### src/rtl/uart_pkg.sv
// Shared definitions for the UART blocks: parity encodings, receiver states,
// and the baud-divider computation.
package uart_pkg;

    localparam int PAR_NONE = 0;
    localparam int PAR_ODD  = 1;
    localparam int PAR_EVEN = 2;

    typedef enum logic [2:0] {
        ST_IDLE,
        ST_START,
        ST_DATA,
        ST_PAR,
        ST_STOP,
        ST_BREAK
    } state_t;

    // Clocks per oversample tick, rounded to the nearest integer.
    function automatic int calc_div(input int clk_freq, input int baud, input int oversample);
        return (clk_freq + (baud * oversample) / 2) / (baud * oversample);
    endfunction

    function automatic logic majority3(input logic a, input logic b, input logic c);
        return (a & b) | (a & c) | (b & c);
    endfunction

endpackage

### src/rtl/uart_baud_tick.sv
// Oversample tick generator: one-cycle tick every DIV clocks, with a
// synchronous clear so the tick phase can be re-aligned to a line edge.
module uart_baud_tick #(
    parameter int DIV = 326
) (
    input  logic clk,
    input  logic rst_n,
    input  logic clear,
    output logic tick
);

    localparam int CNT_W = (DIV > 1) ? $clog2(DIV) : 1;
    localparam logic [CNT_W-1:0] LAST = CNT_W'(DIV - 1);

    logic [CNT_W-1:0] cnt;

    // NOTE: state registers use non-blocking assignments so every flop samples pre-edge values.
    always_ff @(posedge clk) begin
        if (!rst_n) begin
            cnt <= '0;
        end else if (clear || cnt == LAST) begin
            cnt <= '0;
        end else begin
            cnt <= cnt + 1'b1;
        end
    end

    assign tick = !clear && (cnt == LAST);

endmodule

### src/rtl/uart_rx_oversampled.sv
// Oversampling UART receiver: 2-flop synchroniser, 3-sample majority vote per
// bit, start-glitch rejection, configurable width/parity/stop bits.
module uart_rx_oversampled
    import uart_pkg::*;
#(
    parameter int CLK_FREQ   = 50_000_000,
    parameter int BAUD       = 9600,
    parameter int OVERSAMPLE = 16,
    parameter int DATA_BITS  = 8,
    parameter int PARITY     = 0,
    parameter int STOP_BITS  = 1
) (
    input  logic                 Clock,
    input  logic                 Reset,
    input  logic                 SerialIn,
    output logic [DATA_BITS-1:0] ReceivedData,
    output logic                 UpdatePulse,
    output logic                 ParityError,
    output logic                 FrameError,
    output logic                 Busy
);

    localparam int DIV      = calc_div(CLK_FREQ, BAUD, OVERSAMPLE);
    localparam int SAMPLE_W = $clog2(OVERSAMPLE);
    localparam int BIT_W    = 4;

    localparam logic [SAMPLE_W-1:0] TICK_A    = SAMPLE_W'(OVERSAMPLE / 2 - 1);
    localparam logic [SAMPLE_W-1:0] TICK_B    = SAMPLE_W'(OVERSAMPLE / 2);
    localparam logic [SAMPLE_W-1:0] TICK_MID  = SAMPLE_W'(OVERSAMPLE / 2 + 1);
    localparam logic [SAMPLE_W-1:0] TICK_LAST = SAMPLE_W'(OVERSAMPLE - 1);
    localparam logic [BIT_W-1:0]    LAST_DATA = BIT_W'(DATA_BITS - 1);
    localparam logic [BIT_W-1:0]    LAST_STOP = BIT_W'(STOP_BITS - 1);

    state_t state, state_next;

    logic                 sync_meta;
    logic                 line;
    logic                 tick;
    logic                 start_det;
    logic                 mid_tick;
    logic                 end_tick;
    logic                 voted;
    logic                 frame_done;
    logic [SAMPLE_W-1:0]  sample_cnt;
    logic [BIT_W-1:0]     bit_cnt;
    logic                 samp_a;
    logic                 samp_b;
    logic [DATA_BITS-1:0] shift_reg;
    logic                 par_acc;
    logic                 par_err_acc;
    logic                 frame_err_acc;
    logic [DATA_BITS-1:0] data_q;
    logic                 par_err_q;
    logic                 frame_err_q;
    logic                 pulse_q;

    // Line is idle high, so the synchroniser resets to 1 to avoid a false start.
    always_ff @(posedge Clock) begin
        if (!Reset) begin
            sync_meta <= 1'b1;
            line      <= 1'b1;
        end else begin
            sync_meta <= SerialIn;
            line      <= sync_meta;
        end
    end

    uart_baud_tick #(
        .DIV(DIV)
    ) u_baud_tick (
        .clk  (Clock),
        .rst_n(Reset),
        .clear(start_det),
        .tick (tick)
    );

    assign start_det  = (state == ST_IDLE) && !line;
    assign mid_tick   = tick && (sample_cnt == TICK_MID);
    assign end_tick   = tick && (sample_cnt == TICK_LAST);
    assign voted      = majority3(samp_a, samp_b, line);
    assign frame_done = (state == ST_STOP) && mid_tick && (bit_cnt == LAST_STOP);

    always_ff @(posedge Clock) begin
        if (!Reset) begin
            state <= ST_IDLE;
        end else begin
            state <= state_next;
        end
    end

    // NOTE: state_next gets its default before the case, so no path leaves it unassigned (no latch).
    always_comb begin
        state_next = state;
        case (state)
            ST_IDLE:  if (!line) state_next = ST_START;
            ST_START: begin
                if (mid_tick && voted)  state_next = ST_IDLE;
                else if (end_tick)      state_next = ST_DATA;
            end
            ST_DATA:  begin
                if (end_tick && bit_cnt == LAST_DATA)
                    state_next = (PARITY != PAR_NONE) ? ST_PAR : ST_STOP;
            end
            ST_PAR:   if (end_tick) state_next = ST_STOP;
            ST_STOP:  if (frame_done) state_next = voted ? ST_IDLE : ST_BREAK;
            ST_BREAK: if (line) state_next = ST_IDLE;
            default:  state_next = ST_IDLE;
        endcase
    end

    always_ff @(posedge Clock) begin
        if (!Reset) begin
            sample_cnt    <= '0;
            bit_cnt       <= '0;
            samp_a        <= 1'b0;
            samp_b        <= 1'b0;
            shift_reg     <= '0;
            par_acc       <= 1'b0;
            par_err_acc   <= 1'b0;
            frame_err_acc <= 1'b0;
            data_q        <= '0;
            par_err_q     <= 1'b0;
            frame_err_q   <= 1'b0;
            pulse_q       <= 1'b0;
        end else begin
            pulse_q <= frame_done;

            if (start_det)
                sample_cnt <= '0;
            else if (tick)
                sample_cnt <= (sample_cnt == TICK_LAST) ? '0 : sample_cnt + 1'b1;

            // Bit index restarts whenever the FSM moves to a new field.
            if (state_next != state)
                bit_cnt <= '0;
            else if (end_tick)
                bit_cnt <= bit_cnt + 1'b1;

            if (tick && sample_cnt == TICK_A) samp_a <= line;
            if (tick && sample_cnt == TICK_B) samp_b <= line;

            if (start_det) begin
                par_acc       <= 1'b0;
                par_err_acc   <= 1'b0;
                frame_err_acc <= 1'b0;
            end

            if (state == ST_DATA && mid_tick) begin
                shift_reg <= {voted, shift_reg[DATA_BITS-1:1]};
                par_acc   <= par_acc ^ voted;
            end

            if (state == ST_PAR && mid_tick)
                par_err_acc <= (PARITY == PAR_ODD) ? !(par_acc ^ voted) : (par_acc ^ voted);

            if (state == ST_STOP && mid_tick && !voted)
                frame_err_acc <= 1'b1;

            if (frame_done) begin
                data_q      <= shift_reg;
                par_err_q   <= par_err_acc;
                frame_err_q <= frame_err_acc | !voted;
            end
        end
    end

    assign ReceivedData = data_q;
    assign UpdatePulse  = pulse_q;
    assign ParityError  = par_err_q;
    assign FrameError   = frame_err_q;
    assign Busy         = (state != ST_IDLE);

endmodule

### config.mk
export PLATFORM = sky130hd
export DESIGN_NAME = uart_rx_oversampled
export DESIGN_NICKNAME = d
export VERILOG_FILES = /design/src/rtl/uart_pkg.sv /design/src/rtl/uart_baud_tick.sv /design/src/rtl/uart_rx_oversampled.sv
export SDC_FILE = /design/constraint.sdc
export NUM_CORES = 1
export LEC_CHECK = 0
export BUFFER_PORTS_ARGS = -buffer_cell sky130_fd_sc_hd__buf_2
export CORE_MARGIN = 1
export CORE_UTILIZATION = 56
export CTS_BUF_LIST = sky130_fd_sc_hd__clkbuf_8
export CTS_CLUSTER_DIAMETER = 100
export DETAILED_ROUTE_END_ITERATION = 8
export PLACE_DENSITY = 0.74
export SYNTH_ARGS = -nofsm -noshare
export SYNTH_HDL_FRONTEND = slang
export SYNTH_SLANG_ARGS = --single-unit
### constraint.sdc
create_clock -name Clock -period 1.96 [get_ports Clock]
set_input_delay 0.098 -clock Clock [delete_from_list [all_inputs] [get_ports Clock]]
set_output_delay 0.098 -clock Clock [all_outputs]
set_load 0.005 [all_outputs]
### After elaboration in Yosys (flattened, before gate mapping)

Cells that the tools add are included.

| operators by class | value |
|---|---|
| add/sub/neg operators | 3 |
| equal/unequal tests | 12 |
| muxes and demuxes | 14 |
| bitwise gates (word level) | 8 |
| reduce and logical (&&, ||, !) cells | 26 |

Operators with widths:

| cell | number |
|---|---|
| 3-bit 2-to-1 mux | 8 |
| 3-bit case mux with 6 select lines | 1 |
| 1-bit logical AND | 13 |
| 4-bit equality test, second input constant | 3 |
| 9-bit by 1-bit adder with 9-bit output, second input constant | 1 |
| 9-bit equality test, second input constant | 1 |
| 4-bit by 1-bit adder with 4-bit output, second input constant | 2 |
| 4-bit by 3-bit equality test with 1-bit output, second input constant | 2 |
| 3-bit by 2-bit equality test with 1-bit output, second input constant | 2 |
| 3-bit equality test, second input constant | 2 |
| 2-bit nonzero test | 3 |
| 2-bit OR reduction | 3 |
| 4-bit logical NOT | 1 |
| 1-bit 2-to-1 mux | 4 |
| 4-bit 2-to-1 mux | 1 |
| 1-bit AND | 3 |
| 3-bit by 1-bit equality test with 1-bit output, second input constant | 1 |
| 1-bit logical NOT | 3 |
| 3-bit logical NOT | 1 |
| 3-bit inequality test | 1 |
| 1-bit bitwise OR | 3 |
| 3-bit nonzero test | 1 |
| 1-bit logical OR | 1 |
| 1-bit NOT | 1 |
| 1-bit bitwise XOR | 1 |

| storage, ports and cells | value |
|---|---|
| register bits | 46 |
| input port bits | 3 |
| output and inout port bits | 12 |
| word-level logic and storage cells | 79 |

### Logic depth before layout (Yosys ltp)

| logic depth | value |
|---|---|
| depth in word-level cells | 11 |
| depth in mapped cells | 8 |
| mapped depth without buffers | 7 |

### Cells and area by module

Synthesis repeated with hierarchy kept, for this count alone.

| second synthesis, totals | value |
|---|---|
| cell total of the unflattened synthesis | 222 |
| area, all modules | 2113.3 µm² |

By module, submodules not included:

| module | times used | cells each | area an instance (µm²) | seq. area each (µm²) |
|---|---|---|---|---|
| uart_rx_oversampled | 1 | 176 | 1675.4 | 740.7 |
| uart_baud_tick | 1 | 46 | 437.9 | 180.2 |

### Least setup slack after synthesis

OpenSTA, ideal clock, no wires.

| timing | value |
|---|---|
| kind | register -> register |
| start | reg u_baud_tick.cnt[4] |
| end | reg bit_cnt[2] |
| setup time | 0.127 ns |
| arrival | 1.868 ns |
| data required time | 1.833 ns |
| slack | -0.034 ns |
| cell stages (with the launch flop) | 6 |
| path buffers | 0 |
| period minus slack after synthesis | 1.994 ns |
| cells stage by stage | dfxtp_1 or4b_4 nor4_4 a31oi_1 o2111ai_2 nor3_1 |

| on the way | value |
|---|---|
| cells in the longest elaborated chain, start to end | 9 |
| elaborated cells on any way between the ends | 16 |
| those cells by class | 2 x eq/ne; 6 x mux; 8 x reduce/logical |

RTL lines:

| item | RTL line | RTL |
|---|---|---|
| from (decl) | uart_baud_tick.sv:15 | `logic [CNT_W-1:0] cnt;` |
| from (signal assigned) | uart_baud_tick.sv:24 | `cnt <= cnt + 1'b1;` |
| 9-bit equality test (*) | uart_baud_tick.sv:28 | `assign tick = !clear && (cnt == LAST);` |
| 1-bit logical AND (*) | uart_baud_tick.sv:28 |  |
| 1-bit logical AND | uart_rx_oversampled.sv:78 | `assign mid_tick = tick && (sample_cnt == TICK_MID);` |
| 1-bit logical AND (2 in a row) | uart_rx_oversampled.sv:81 | `assign frame_done = (state == ST_STOP) && mid_tick && (bit_cnt == LAST_STOP);` |
| 3-bit 2-to-1 mux | uart_rx_oversampled.sv:105 | `ST_STOP: if (frame_done) state_next = voted ? ST_IDLE : ST_BREAK;` |
| 3-bit case mux with 6 select lines | uart_rx_oversampled.sv:94 | `case (state)` |
| 3-bit inequality test | uart_rx_oversampled.sv:134 | `if (state_next != state)` |
| 2-bit OR reduction (no source line) | -- |  |
| to (signal assigned) | uart_rx_oversampled.sv:137 | `bit_cnt <= bit_cnt + 1'b1;` |
| to (decl) | uart_rx_oversampled.sv:45 | `logic [BIT_W-1:0] bit_cnt;` |

Every way passes the cells marked *; elsewhere a longest branch is shown, timed or not.
A chain may end at the register's enable or synchronous reset.

### Worst setup path after layout

| timing | value |
|---|---|
| start | reg u_baud_tick.cnt[4] |
| end | reg shift_reg[5] |

| on the way | value |
|---|---|
| cells in the longest elaborated chain, start to end | 4 |

RTL lines:

| item | RTL line | RTL |
|---|---|---|
| 9-bit equality test | uart_baud_tick.sv:28 |  |
| 1-bit logical AND | uart_baud_tick.sv:28 |  |
| 1-bit logical AND | uart_rx_oversampled.sv:78 |  |
| 1-bit logical AND | uart_rx_oversampled.sv:148 | `if (state == ST_DATA && mid_tick) begin` |
| to (signal assigned) | uart_rx_oversampled.sv:149 | `shift_reg <= {voted, shift_reg[DATA_BITS-1:1]};` |
| to (decl) | uart_rx_oversampled.sv:48 | `logic [DATA_BITS-1:0] shift_reg;` |

No other way between the ends.

==> out/metrics.yaml <==
vdd_drop_max_mv: 0.5996
yosysSeqAreaShare: 0.4220
worstHoldStart: "Reset"
sequentialPowerShare: 0.551
die_area_mm2: 0.004150
antenna_left: 0
tightestPinTransition_ns: 0.5073
dp_cells: 321
whs_path_depth: 2
clockRootBuffer: "clkbuf_8"
pre_cts_slack_ns: 0.04680
total_power_mw: 1.722
cts.htree.levels: 2
clk_latency_ns: 0.30
comb_power_share: 0.044
rows: 22
maxSlewViolCount: 0
largest_reg_flops: 9
p_per_area_mw_per_mm2: 649.5
leakagePower_nw: 1.049
path_class: "reg -> reg"
reg2reg_to: "shift_reg[5]"
path_delay_family: "simple AND/OR/NAND/NOR gates"
netlist_area_mm2: 0.002182
dp_hpwl_um: 2956
initialDrtViolationCount: 172
synth_nets: 254
first_pass_iters: 4
track_usage: 0.2173
reg2reg_depth: 6
nets: 293
io_pins: 15
synth_cell_type_count: 46
finalCritPeriodShare: 0.9830
via_count: 1791
grt_pass1_vias: 1494
hold_class: "in -> reg"
ff2ff_setup_slack_ns: 0.03
seqCellArea_um2: 922.1
place_congestion: 0.9168
path_clk_slew_ns: 0.08
fmax_ghz: 0.5190
syn_inst: 244
crit_buf_inv: 1
avgSynthCellArea_um2: 8.943
antenna_found_initial: 0
initial_core_util: 0.5916
fin_skew_ns: 0.008032
routed_wl_um: 4223
antenna_cells: 0
ys_ff_latch: 46
final-setup-viol-count: 0
multiInputGateArea_mm2: 0.001199
port_buffers: 14
numClockSinks: 46
run_status: "finished, final reports clean"
n_fill_cell: 314
die_h_um: 64.42
slew_headroom: 0.6595
drc: 0
routed_via_density: 5.395
grt_max_degree: 29
core_mm2: 0.003689
worstPathRequired_ns: 2.15
ys_warn_count: 0
end_kind: "flip-flop"
critPathMaxFanout: 9
grt_setup_unrepaired: "yes"
worstReg2RegStart: "u_baud_tick.cnt[4]"
crit_chain: "or4b_4 -> nor3_4 -> and3_4 -> buf_12 -> mux2i_1 -> nor2b_1"
layout-drive-gt1-share: 0.2289
worst_path_max_delay_cell: "or4b_4"
finalWorstSetupSlack_ns: 0.03326
overflow: 0
cts_buffers: 5
cts_tree: "done"
p_sw_frac: 0.2152
post_drt_wl_per_cell_um: 12.72
hold_violations: 0
power_switching_mw: 0.3705
fp.dieW_um: 64.42
syn2layout_area_growth_pct: 21.50
min_period_ns: 1.927
internal_power_mw: 1.351
start_kind: "flip-flop"
maxCapViolations: 0
slowest_delay_ns: 0.58
min_to: "samp_b"
clockPowerShare: 0.404
clock_path_buffers: 2
final-instance-count-excl-fill: 332
grt_pass1_wl_um: 7003
crit_arrival_ns: 2.12
==> final cells by class <==
class,count,share of cell area
timing repair buffer,45,0.1260
clock buffer,5,0.02596
inverter,7,0.009910
multi-input combinational,178,0.4521
sequential,46,0.3478
clock inverter,3,0.01557
tap,48,0.02265
==> power groups by stage <==
stage	registers (mW)	clock network, mW	logic, mW
final	0.949	0.697	0.0761
after global routing	0.951	0.750	0.0832
after CTS	0.949	0.727	0.0751
after detailed placement	0.971	0	0.0732
after global placement	0.970	0	0.0729
after floorplan	0.971	0	0.0469
==> cell families (layout without fill, tap and decap cells) <==
| group | after synthesis | in the layout | synth area share |
|---|---|---|---|
| adder cells (fa/ha/maj) | 7 | 7 | 0.04014 |
| AND/OR/NAND/NOR | 114 | 114 | 0.2850 |
| AO/OA/AOI/OAI | 32 | 32 | 0.1084 |
| flip-flops | 46 | 46 | 0.4220 |
| XOR/XNOR | 12 | 12 | 0.04816 |
| multiplexers | 13 | 13 | 0.05963 |
| buffers and inverters | 20 | 60 | 0.03670 |
==> worst max-delay path by stage <==
stage                       startpoint      endpoint  slack (ns)  depth (start not counted)
floorplan           u_baud_tick.cnt[0]    bit_cnt[2]        0.03                          6
global placement    u_baud_tick.cnt[4]    FrameError        0.06                          6
detailed placement  u_baud_tick.cnt[4]  shift_reg[5]        0.05                          6
CTS                 u_baud_tick.cnt[4]    bit_cnt[3]        0.03                          5
global route        u_baud_tick.cnt[4]    bit_cnt[3]       -0.08                          5
finish              u_baud_tick.cnt[4]  shift_reg[5]        0.03                          6
==> stage by stage <==
stage | hold WS (ns) | setup TNS [ns] | util | instance area (µm²)
final | 0.1166 | 0 | 0.7188 | 2651
after detailed placement | 0.2863 | 0 | 0.6761 | 2494
after global routing | 0.1036 | -0.2437 | 0.7188 | 2651
after CTS | 0.1007 | 0 | 0.7086 | 2614
after global placement | 0.2802 | 0 | 0.6761 | 2494
after floorplan | 0.1995 | 0 | - | 2182
==> synthesized netlist by cell type, drive strengths merged <==
| library cell | number | area, µm² |
|---|---|---|
| dfxtp | 46 | 920.9 |
| nand2 | 28 | 105.1 |
| nor2 | 21 | 78.83 |
| nand3 | 15 | 75.07 |
| mux2i | 13 | 130.1 |
| nor2b | 13 | 81.33 |
| a21boi | 11 | 82.57 |
| clkbuf | 11 | 41.29 |
| ha | 7 | 87.58 |
| inv | 7 | 26.28 |
| nand2b | 7 | 43.79 |
| xor2 | 7 | 61.31 |
| and3 | 6 | 37.54 |
| nor3 | 6 | 46.30 |
| nor4 | 5 | 52.55 |
| xnor2 | 5 | 43.79 |
| a21oi | 3 | 15.01 |
| a31oi | 3 | 18.77 |
| nand4b | 3 | 26.28 |
| nor3b | 3 | 22.52 |
| o21ai | 3 | 15.01 |
| buf | 2 | 12.51 |
| o211ai | 2 | 15.01 |
| or3 | 2 | 12.51 |
| a2111oi | 1 | 8.760 |
| a21o | 1 | 7.510 |
| a22oi | 1 | 7.510 |
| a311oi | 1 | 8.760 |
| a31o | 1 | 8.760 |
| a32oi | 1 | 8.760 |
| a41oi | 1 | 8.760 |
| and2 | 1 | 6.260 |
| nand3b | 1 | 7.510 |
| nand4 | 1 | 6.260 |
| o2111ai | 1 | 15.01 |
| o21a | 1 | 7.510 |
| o311ai | 1 | 8.760 |
| or2 | 1 | 6.260 |
| or4b | 1 | 13.76 |
==> per-layer routing <==
layer,share of wire,global-route usage
met3,0.035,0.04754
met4,0.013,0.08333
met2,0.43,0.3079
met5,0,0
met1,0.52,0.3189
==> cells in the final DEF, fill, tap and decap left out, types with 8 or more instances in the layout <==
master,count
a21boi_0,9
buf_2,14
buf_4,27
dfxtp_1,45
inv_1,8
mux2i_1,13
nand2_1,27
nand3_1,15
nor2_1,20
nor2b_1,13
==> repair_timing <==
item,CTS,global route
endpoints found under the hold margin,1,0
setup endpoints to repair,0,18
gates resized for setup,0,8
hold buffers,1,0
buffers inserted,0,2
(Power assumes the default switching activity.)
